## src/rtl/mem_port_arbiter_if.sv

```systemverilog
// Bundles the fetch, data and memory-side signals of the shared memory port.
interface mem_port_arbiter_if #(
    parameter int ADDR_WIDTH = 32,
    parameter int DATA_WIDTH = 32
);
    logic                  if_req;
    logic [ADDR_WIDTH-1:0] if_addr;
    logic                  if_ack;
    logic [DATA_WIDTH-1:0] if_rdata;

    logic                  d_req;
    logic                  d_we;
    logic [ADDR_WIDTH-1:0] d_addr;
    logic [DATA_WIDTH-1:0] d_wdata;
    logic                  d_ack;
    logic [DATA_WIDTH-1:0] d_rdata;

    logic                  mem_req;
    logic                  mem_we;
    logic [ADDR_WIDTH-1:0] mem_addr;
    logic [DATA_WIDTH-1:0] mem_wdata;
    logic [DATA_WIDTH-1:0] mem_rdata;
    logic                  mem_ready;
    logic                  addr_sel;

    // Arbiter view.
    modport slave (
        input  if_req, if_addr, d_req, d_we, d_addr, d_wdata, mem_rdata, mem_ready,
        output if_ack, if_rdata, d_ack, d_rdata,
               mem_req, mem_we, mem_addr, mem_wdata, addr_sel
    );

    // Core requesters plus memory.
    modport master (
        output if_req, if_addr, d_req, d_we, d_addr, d_wdata, mem_rdata, mem_ready,
        input  if_ack, if_rdata, d_ack, d_rdata,
               mem_req, mem_we, mem_addr, mem_wdata, addr_sel
    );
endinterface

```

## src/rtl/mem_port_arbiter.sv

```systemverilog
// Shares one memory port between fetch and data sides; data has priority, bounded by a D-grant streak limit.
// Latency: grant registered one cycle after request, ack combinational on mem_ready; backpressure: request held until mem_ready.
module mem_port_arbiter #(
    parameter int ADDR_WIDTH   = 32,
    parameter int DATA_WIDTH   = 32,
    parameter int MAX_D_STREAK = 4
) (
    input  logic               clk,
    input  logic               rst,
    mem_port_arbiter_if.slave  bus
);

    typedef enum logic [1:0] {
        IDLE    = 2'd0,
        BUSY_IF = 2'd1,
        BUSY_D  = 2'd2
    } state_t;

    localparam logic [3:0] STREAK_MAX = 4'(MAX_D_STREAK);

    state_t                state_q;
    logic [3:0]            streak_q;
    logic [3:0]            streak_d;
    logic                  mem_req_q;
    logic                  mem_we_q;
    logic                  addr_sel_q;
    logic [ADDR_WIDTH-1:0] mem_addr_q;
    logic [DATA_WIDTH-1:0] mem_wdata_q;
    logic                  d_win;

    // Streak only counts D grants that actually made fetch wait.
    always_comb begin
        d_win    = bus.d_req && (!bus.if_req || (streak_q < STREAK_MAX));
        streak_d = 4'd0;
        if (bus.if_req) begin
            streak_d = (streak_q == STREAK_MAX) ? STREAK_MAX : streak_q + 4'd1;
        end
    end

    always_ff @(posedge clk or posedge rst) begin
        if (rst) begin
            state_q     <= IDLE;
            streak_q    <= 4'd0;
            mem_req_q   <= 1'b0;
            mem_we_q    <= 1'b0;
            addr_sel_q  <= 1'b0;
            mem_addr_q  <= '0;
            mem_wdata_q <= '0;
        end else begin
            case (state_q)
                IDLE: begin
                    if (d_win) begin
                        state_q     <= BUSY_D;
                        streak_q    <= streak_d;
                        mem_req_q   <= 1'b1;
                        mem_we_q    <= bus.d_we;
                        addr_sel_q  <= 1'b1;
                        mem_addr_q  <= bus.d_addr;
                        mem_wdata_q <= bus.d_wdata;
                    end else if (bus.if_req) begin
                        state_q     <= BUSY_IF;
                        streak_q    <= 4'd0;
                        mem_req_q   <= 1'b1;
                        mem_we_q    <= 1'b0;
                        addr_sel_q  <= 1'b0;
                        mem_addr_q  <= bus.if_addr;
                        mem_wdata_q <= '0;
                    end else begin
                        mem_req_q   <= 1'b0;
                    end
                end
                BUSY_IF, BUSY_D: begin
                    if (bus.mem_ready) begin
                        state_q   <= IDLE;
                        mem_req_q <= 1'b0;
                        mem_we_q  <= 1'b0;
                    end
                end
                default: begin
                    state_q   <= IDLE;
                    mem_req_q <= 1'b0;
                    mem_we_q  <= 1'b0;
                end
            endcase
        end
    end

    assign bus.if_ack    = (state_q == BUSY_IF) && bus.mem_ready;
    assign bus.d_ack     = (state_q == BUSY_D)  && bus.mem_ready;
    assign bus.if_rdata  = bus.mem_rdata;
    assign bus.d_rdata   = bus.mem_rdata;
    assign bus.mem_req   = mem_req_q;
    assign bus.mem_we    = mem_we_q;
    assign bus.mem_addr  = mem_addr_q;
    assign bus.mem_wdata = mem_wdata_q;
    assign bus.addr_sel  = addr_sel_q;

endmodule

```

## src/flat_wrapper.sv

```systemverilog
// flat-port wrapper written by rule: the top's interface ports become plain ports
module mem_port_arbiter_flat 
#(
    parameter int ADDR_WIDTH   = 32,
    parameter int DATA_WIDTH   = 32,
    parameter int MAX_D_STREAK = 4
)
  (clk, rst, bus_if_req, bus_if_addr, bus_d_req, bus_d_we, bus_d_addr, bus_d_wdata, bus_mem_rdata, bus_mem_ready, bus_if_ack, bus_if_rdata, bus_d_ack, bus_d_rdata, bus_mem_req, bus_mem_we, bus_mem_addr, bus_mem_wdata, bus_addr_sel);
  mem_port_arbiter_if #(.ADDR_WIDTH(ADDR_WIDTH), .DATA_WIDTH(DATA_WIDTH)) bus_i ();
  input  logic clk;
  input  logic rst;
  input wire logic [$bits(bus_i.if_req)-1:0] bus_if_req;
  input wire logic [$bits(bus_i.if_addr)-1:0] bus_if_addr;
  input wire logic [$bits(bus_i.d_req)-1:0] bus_d_req;
  input wire logic [$bits(bus_i.d_we)-1:0] bus_d_we;
  input wire logic [$bits(bus_i.d_addr)-1:0] bus_d_addr;
  input wire logic [$bits(bus_i.d_wdata)-1:0] bus_d_wdata;
  input wire logic [$bits(bus_i.mem_rdata)-1:0] bus_mem_rdata;
  input wire logic [$bits(bus_i.mem_ready)-1:0] bus_mem_ready;
  output wire logic [$bits(bus_i.if_ack)-1:0] bus_if_ack;
  output wire logic [$bits(bus_i.if_rdata)-1:0] bus_if_rdata;
  output wire logic [$bits(bus_i.d_ack)-1:0] bus_d_ack;
  output wire logic [$bits(bus_i.d_rdata)-1:0] bus_d_rdata;
  output wire logic [$bits(bus_i.mem_req)-1:0] bus_mem_req;
  output wire logic [$bits(bus_i.mem_we)-1:0] bus_mem_we;
  output wire logic [$bits(bus_i.mem_addr)-1:0] bus_mem_addr;
  output wire logic [$bits(bus_i.mem_wdata)-1:0] bus_mem_wdata;
  output wire logic [$bits(bus_i.addr_sel)-1:0] bus_addr_sel;
  assign bus_i.if_req = bus_if_req;
  assign bus_i.if_addr = bus_if_addr;
  assign bus_i.d_req = bus_d_req;
  assign bus_i.d_we = bus_d_we;
  assign bus_i.d_addr = bus_d_addr;
  assign bus_i.d_wdata = bus_d_wdata;
  assign bus_i.mem_rdata = bus_mem_rdata;
  assign bus_i.mem_ready = bus_mem_ready;
  assign bus_if_ack = bus_i.if_ack;
  assign bus_if_rdata = bus_i.if_rdata;
  assign bus_d_ack = bus_i.d_ack;
  assign bus_d_rdata = bus_i.d_rdata;
  assign bus_mem_req = bus_i.mem_req;
  assign bus_mem_we = bus_i.mem_we;
  assign bus_mem_addr = bus_i.mem_addr;
  assign bus_mem_wdata = bus_i.mem_wdata;
  assign bus_addr_sel = bus_i.addr_sel;
  mem_port_arbiter #(.ADDR_WIDTH(ADDR_WIDTH), .DATA_WIDTH(DATA_WIDTH), .MAX_D_STREAK(MAX_D_STREAK)) u_core (.clk(clk), .rst(rst), .bus(bus_i));
endmodule
```

## config.mk

```make
export PLATFORM = sky130hd
export DESIGN_NAME = mem_port_arbiter_flat
export DESIGN_NICKNAME = d
export VERILOG_FILES = /design/src/rtl/mem_port_arbiter_if.sv /design/src/rtl/mem_port_arbiter.sv /design/src/flat_wrapper.sv
export SDC_FILE = /design/constraint.sdc
export NUM_CORES = 1
export LEC_CHECK = 0
export ABC_AREA = 1
export BUFFER_PORTS_ARGS = -buffer_cell sky130_fd_sc_hd__buf_2
export CAP_MARGIN = 20
export CORE_MARGIN = 2
export CORE_UTILIZATION = 38
export CTS_CLUSTER_DIAMETER = 60
export DETAILED_ROUTE_END_ITERATION = 8
export GPL_TIMING_DRIVEN = 0
export PLACE_DENSITY = 0.87
export SLEW_MARGIN = 20
export SYNTH_ARGS = -nofsm -noshare
export SYNTH_HDL_FRONTEND = slang
export SYNTH_SLANG_ARGS = --single-unit
```

## constraint.sdc

```tcl
create_clock -name clk -period 2.15 [get_ports clk]
set_clock_uncertainty 0.15 [all_clocks]
set_input_delay 0.215 -clock clk [delete_from_list [all_inputs] [get_ports clk]]
set_output_delay 0.215 -clock clk [all_outputs]
set_load 0.02 [all_outputs]
```

Yosys cells after proc, flatten, opt, wreduce, memory -nomap -nowiden

Index checks and enable logic that the tools add are counted.

Bits of input ports: 134
Register bits after elaboration: 73

Magnitude comparators: 1
Reductions and logical operators: 10
Multiplexer cells: 20
Eq/ne operators: 5
Add/subtract/negate cells: 1

Operators by type and width:

| operator              | count |
|---|---|
| $mux W32              | 4 |
| $mux W4               | 4 |
| $mux W1               | 6 |
| $mux W2               | 3 |
| $add A4 B1 Y4 const B | 1 |
| $eq A4 B3 Y1 const B  | 1 |
| $lt A4 B3 Y1 const B  | 1 |
| $pmux W1 S2           | 2 |
| $pmux W2 S2           | 1 |
| $reduce_and A2 Y1     | 2 |
| $logic_and A1 B1 Y1   | 3 |
| $ne A3 B2 Y1 const B  | 1 |
| $eq A2 B1 Y1 const B  | 1 |
| $eq A2 B2 Y1 const B  | 1 |
| $logic_not A2 Y1      | 1 |
| $ne A2 B2 Y1 const B  | 1 |
| $reduce_bool A2 Y1    | 1 |
| $reduce_or A2 Y1      | 1 |
| $logic_not A1 Y1      | 1 |
| $logic_or A1 B1 Y1    | 1 |

Longest topological paths before layout

Depth after elaboration: 5
Depth in mapped cells: 8

Least setup slack after synthesis

Ideal clock, no wire load.

Path type: reg-to-reg
Start point: reg u_core.state_q[0]
End point: reg u_core.mem_addr_q[0], in the netlist u_core.bus.mem_addr[0]
Setup slack: 0.737 ns
Buffers on the path: 2
Period minus slack after synthesis: 1.413 ns
Required time: 1.882 ns
Stages on the path, launching flop included: 8
Arrival: 1.145 ns
Path through: dfrtp_1 -> inv_1 -> ha_1 -> nand2_2 -> buf_4 -> buf_2 -> nand2_1 -> nand2_1

Longest elaborated chain between the ends: 2

RTL lines:

| item                               | RTL line               | RTL |
|---|---|---|
| start, declared                    | mem_port_arbiter.sv:21 | `state_t state_q;` |
| start signal, assigned             | mem_port_arbiter.sv:42 | `state_q <= IDLE;` |
| start signal, assigned             | mem_port_arbiter.sv:53 | `state_q <= BUSY_D;` |
| start signal, assigned             | mem_port_arbiter.sv:61 | `state_q <= BUSY_IF;` |
| $logic_not A2 Y1                   | mem_port_arbiter.sv:50 | `case (state_q)` |
| $reduce_and A2 Y1 (no source line) | n/a                    |  |
| end signal, assigned               | mem_port_arbiter.sv:58 | `mem_addr_q <= bus.d_addr;` |
| end signal, assigned               | mem_port_arbiter.sv:66 | `mem_addr_q <= bus.if_addr;` |
| end, declared                      | mem_port_arbiter.sv:27 | `logic [ADDR_WIDTH-1:0] mem_addr_q;` |

Every way passes these cells.
A chain may end at the register's enable or synchronous reset.

Worst setup path after layout

Start point: reg u_core.streak_q[2]
End point: reg u_core.mem_addr_q[18], in the netlist u_core.bus.mem_addr[18]

Longest elaborated chain between the ends: 5
Elaborated cells between the ends (all ways): 6

RTL lines:

| item                                | RTL line               | RTL |
|---|---|---|
| start, declared                     | mem_port_arbiter.sv:22 | `logic [3:0] streak_q;` |
| start signal, assigned              | mem_port_arbiter.sv:54 | `streak_q <= streak_d;` |
| $lt A4 B3 Y1 (*)                    | mem_port_arbiter.sv:33 | `d_win = bus.d_req && (!bus.if_req \|\| (streak_q < STREAK_MAX));` |
| $logic_or A1 B1 Y1 (*)              | mem_port_arbiter.sv:33 |  |
| $logic_and A1 B1 Y1 (*)             | mem_port_arbiter.sv:33 |  |
| $reduce_bool A2 Y1 (no source line) | n/a                    |  |
| $reduce_and A2 Y1 (no source line)  | n/a                    |  |

Every way passes the cells marked *; elsewhere a longest branch is shown, timed or not.

==> impl_metrics.prom <==
# TYPE chip_impl_metric gauge
chip_impl_metric{name="grt_antenna_before_repair",unit=""} 0
chip_impl_metric{name="slew-limit-headroom",unit="%"} 69.48
chip_impl_metric{name="grt_max_degree",unit=""} 33
chip_impl_metric{name="p_clk_share",unit="%"} 14.8
chip_impl_metric{name="width_of_the_die",unit="µm"} 106.7
chip_impl_metric{name="multiInputGateArea",unit="µm²"} 1272
chip_impl_metric{name="p_int",unit="mW"} 3.704
chip_impl_metric{name="initial_utilization",unit="%"} 38.97
chip_impl_metric{name="port_buffers",unit=""} 233
chip_impl_metric{name="number_of_clock_buffers_inserted_by_tritoncts",unit=""} 9
chip_impl_info{name="crit_path_end_kind",value="flip-flop"} 1
chip_impl_info{name="worst_hold_path_type",value="input port to flip-flop"} 1
chip_impl_metric{name="vdd_ir_drop_max",unit="mV"} 0.4413
chip_impl_info{name="critical_path_class",value="flip-flop to flip-flop"} 1
chip_impl_metric{name="critPathRequiredTime",unit="ns"} 2.24
chip_impl_metric{name="bufs_on_longest_clock_path",unit=""} 2
chip_impl_info{name="ctsRootBufferMaster",value="sky130_fd_sc_hd__clkbuf_8"} 1
chip_impl_metric{name="avgViaCountPerCell",unit=""} 4.360
chip_impl_metric{name="number_of_global_route_vias_before_repair",unit=""} 4139
chip_impl_metric{name="finish_stage_setup_viols",unit=""} 0
chip_impl_metric{name="clk-insertion-delay-late",unit="ns"} 0.35
chip_impl_metric{name="postCtsSetupRepairBufs",unit=""} 0
chip_impl_metric{name="ys_ff_latch",unit=""} 73
chip_impl_metric{name="post-place-ws",unit="ns"} 0.3603
chip_impl_metric{name="detailedPlacementHpwl",unit="µm"} 8569
chip_impl_metric{name="route.detailed.drc",unit=""} 0
chip_impl_metric{name="synth_area_per_cell",unit="µm²"} 7.458
chip_impl_metric{name="dr_total_vias",unit=""} 4216
chip_impl_metric{name="place_congestion",unit=""} 0.8096
chip_impl_metric{name="antennaDiodeCount",unit=""} 0
chip_impl_metric{name="max-cap-violations",unit=""} 0
chip_impl_metric{name="max_slew.worst_pin.slew",unit="ns"} 0.4578
chip_impl_metric{name="yosys_warnings",unit=""} 0
chip_impl_metric{name="power.share.combinational",unit="%"} 51.3
chip_impl_metric{name="rrSetupSlack",unit="ns"} 0.35
chip_impl_metric{name="synthCells",unit=""} 537
chip_impl_metric{name="ff_latch_area",unit="µm²"} 1827
chip_impl_metric{name="totalWireLength",unit="µm"} 12160
chip_impl_metric{name="fillerInstances",unit=""} 956
chip_impl_metric{name="dpl_cell_area",unit="µm²"} 5385
chip_impl_metric{name="final_max_slew_viol_count",unit=""} 0
chip_impl_metric{name="area_delta_synth_final",unit="%"} 49.83
chip_impl_metric{name="core",unit="µm²"} 10280
chip_impl_metric{name="numClockSinks",unit=""} 73
chip_impl_metric{name="drtIter0Drc",unit=""} 178
chip_impl_metric{name="synth-seq-area-share",unit="%"} 45.61
chip_impl_metric{name="finalCritPeriodShare",unit="%"} 83.55
chip_impl_info{name="setup_repair_after_global_routing_missed_its_margin",value="false"} 1
chip_impl_info{name="worstPathCellList",value="o21ai_4 > clkbuf_1 > nand3_1 > nand3_1 > nand2_1"} 1
chip_impl_metric{name="post-route-min-period",unit="ns"} 1.796
chip_impl_metric{name="stdcell_area",unit="µm²"} 6001
chip_impl_metric{name="finalSetupTns",unit="ns"} 0
chip_impl_metric{name="synth_nets",unit=""} 676
chip_impl_info{name="leading_cell_types_in_the_layout_fill_and_taps_excluded",value="sky130_fd_sc_hd__buf_2 (246), sky130_fd_sc_hd__nand2_1 (206), sky130_fd_sc_hd__inv_1 (80), sky130_fd_sc_hd__dfrtp_1 (73), sky130_fd_sc_hd__buf_4 (68)"} 1
chip_impl_metric{name="finish.net_count",unit=""} 965
chip_impl_metric{name="rows",unit=""} 37
chip_impl_metric{name="layoutNonFillerInstCount",unit=""} 967
chip_impl_metric{name="globalRoute.totalOverflow",unit=""} 0
chip_impl_metric{name="final_layout_size_suffix_gt1_share",unit="%"} 40.67
chip_impl_metric{name="cts.reportedPaths.clkPinSlew",unit="ns"} 0.09
chip_impl_metric{name="worst-path-max-fanout",unit=""} 10
chip_impl_metric{name="design.die.area",unit="µm²"} 11380
chip_impl_metric{name="ios",unit=""} 267
chip_impl_metric{name="route.antenna.remaining_nets",unit=""} 0
chip_impl_info{name="cpMostUsedCell",value="sky130_fd_sc_hd__nand3_1"} 1
chip_impl_metric{name="share_seq_of_total_power",unit="%"} 33.9
chip_impl_info{name="most_common_cell_after_layout_fill_and_taps_aside",value="sky130_fd_sc_hd__buf_2"} 1
chip_impl_info{name="outcome",value="finished clean"} 1
chip_impl_metric{name="p_leak",unit="nW"} 3.731
chip_impl_metric{name="globalRouteTotalUtil",unit="%"} 21.06
chip_impl_metric{name="power.switching",unit="mW"} 3.285
chip_impl_info{name="kind_of_start_point_of_the_critical_path",value="flip-flop"} 1
chip_impl_metric{name="cpPeakStageDelay",unit="ns"} 0.46
chip_impl_metric{name="fmax",unit="MHz"} 556.7
chip_impl_metric{name="synthesis.area",unit="µm²"} 4005
chip_impl_metric{name="total_power",unit="mW"} 6.989
chip_impl_metric{name="placed_cells_incl_taps",unit=""} 908
chip_impl_metric{name="worstPathArrival",unit="ns"} 1.88
chip_impl_metric{name="grt_pass1_wl",unit="µm"} 19050
chip_impl_info{name="tritoncts",value="built"} 1
chip_impl_metric{name="fp.dieH",unit="µm"} 106.7
chip_impl_metric{name="drtPass1Iterations",unit=""} 4
chip_impl_metric{name="layout_setup_ws",unit="ns"} 0.3538
chip_impl_metric{name="htree_levels",unit=""} 3
chip_impl_metric{name="post_synth_num_cell_types",unit=""} 16
chip_impl_info{name="critical-path-slowest-cell",value="sky130_fd_sc_hd__dfrtp_1"} 1
chip_impl_metric{name="timing_hold_violations_final",unit=""} 0
chip_impl_metric{name="drt-wirelength-per-cell",unit="µm"} 12.57
chip_impl_metric{name="power.switching_fraction",unit="%"} 47.00
chip_impl_metric{name="powerDensity",unit="nW/µm²"} 1165
==> synthesized netlist by cell type (all sizes together) <==
| library cell | instances | share of area, % |
|---|---|---|
| dfrtp | 73 | 46 |
| nand3 | 66 | 8.2 |
| o21ai | 6 | 1.0 |
| nor2 | 7 | 0.84 |
| clkbuf | 6 | 0.56 |
| nand4 | 1 | 0.16 |
| inv | 82 | 7.7 |
| buf | 81 | 14 |
| o22ai | 2 | 0.31 |
| nand2 | 208 | 20 |
| ha | 5 | 1.6 |
==> cell type report <==
cell class	count	share of cell area, %
Buffer	87	9.967
Clock buffer	9	2.064
Clock inverter	7	1.022
Inverter	82	5.192
Multi-Input combinational cell	295	21.21
Sequential cell	73	30.44
Tap cell	136	2.836
Timing Repair Buffer	278	27.27
==> worst max-delay path, delay by kind of cell (launching register included) <==
family,cells,cell delay [ns]
AOI/OAI and AO/OA,1,0.28
buffers and inverters,1,0.41
DFF,1,0.46
and+or+nand+nor,3,0.38
==> cells by family after synthesis <==
family                     synth area share [%]
AOI/OAI and AO/OA                         1.343
and+or+nand+nor                           28.87
adders and majority gates                 1.562
DFF                                       45.61
buffers and inverters                     22.62
==> per-stage QoR <==
| step | hold WS, ns | util (%) |
|---|---|---|
| after floorplan | 0.1746 | - |
| after global placement | 0.2595 | 52.01 |
| after detailed placement | 0.09850 | 52.40 |
| after CTS | 0.00004879 | 58.39 |
| after global routing | 0.01268 | 58.39 |
| final | 0.01420 | 58.39 |
==> layer usage <==
metal  vias to the layer above  track usage (%)  share of wire (%)
met5                         -                0                  0
met2                       148            38.63                 51
met1                      1935            25.11                 42
met4                         0            6.401                1.6
li1                       2116                -                  -
met3                        17            3.526                5.4
==> registers in the layout, summed over array words and instances (netlist names) <==
| signal | count |
|---|---|
| u_core.bus.addr_sel | 1 |
| u_core.bus.mem_addr | 32 |
| u_core.bus.mem_wdata | 32 |
| u_core.streak_q | 4 |
| u_core.bus.mem_req | 1 |
| u_core.state_q | 2 |
| u_core.bus.mem_we | 1 |
==> final timing paths <==
check	startpoint	endpoint	cells past startpoint
setup / recovery	u_core.streak_q[2]$_DFFE_PP0P_	u_core.bus.mem_addr[18]$_DFFE_PP0P_	5
hold / removal	bus_if_addr[3]	u_core.bus.mem_addr[3]$_DFFE_PP0P_	5
setup reg to reg	u_core.streak_q[2]$_DFFE_PP0P_	u_core.bus.mem_addr[18]$_DFFE_PP0P_	5
hold reg to reg	u_core.bus.mem_addr[29]$_DFFE_PP0P_	u_core.bus.mem_addr[29]$_DFFE_PP0P_	2
max in group asynchronous	rst	u_core.bus.mem_wdata[22]$_DFFE_PP0P_	4
min in group asynchronous	rst	u_core.bus.mem_wdata[4]$_DFFE_PP0P_	3
==> power by group through the flow <==
| stage | clock (mW) | sequential, mW | combinational (mW) |
|---|---|---|---|
| finish | 1.03 | 2.37 | 3.59 |
| CTS | 1.07 | 2.36 | 3.61 |
| global placement | 0 | 2.36 | 3.46 |
| global route | 1.13 | 2.45 | 3.96 |
| floorplan | 0 | 3.14 | 1.52 |
| detailed placement | 0 | 2.37 | 3.55 |
==> what timing repair did <==
action	in CTS	in global routing
endpoints found under the setup margin	0	0
hold endpoints to repair	57	0
hold buffers	43	0
resized for setup	0	0
No activity file was read; power rests on OpenSTA's default activity.
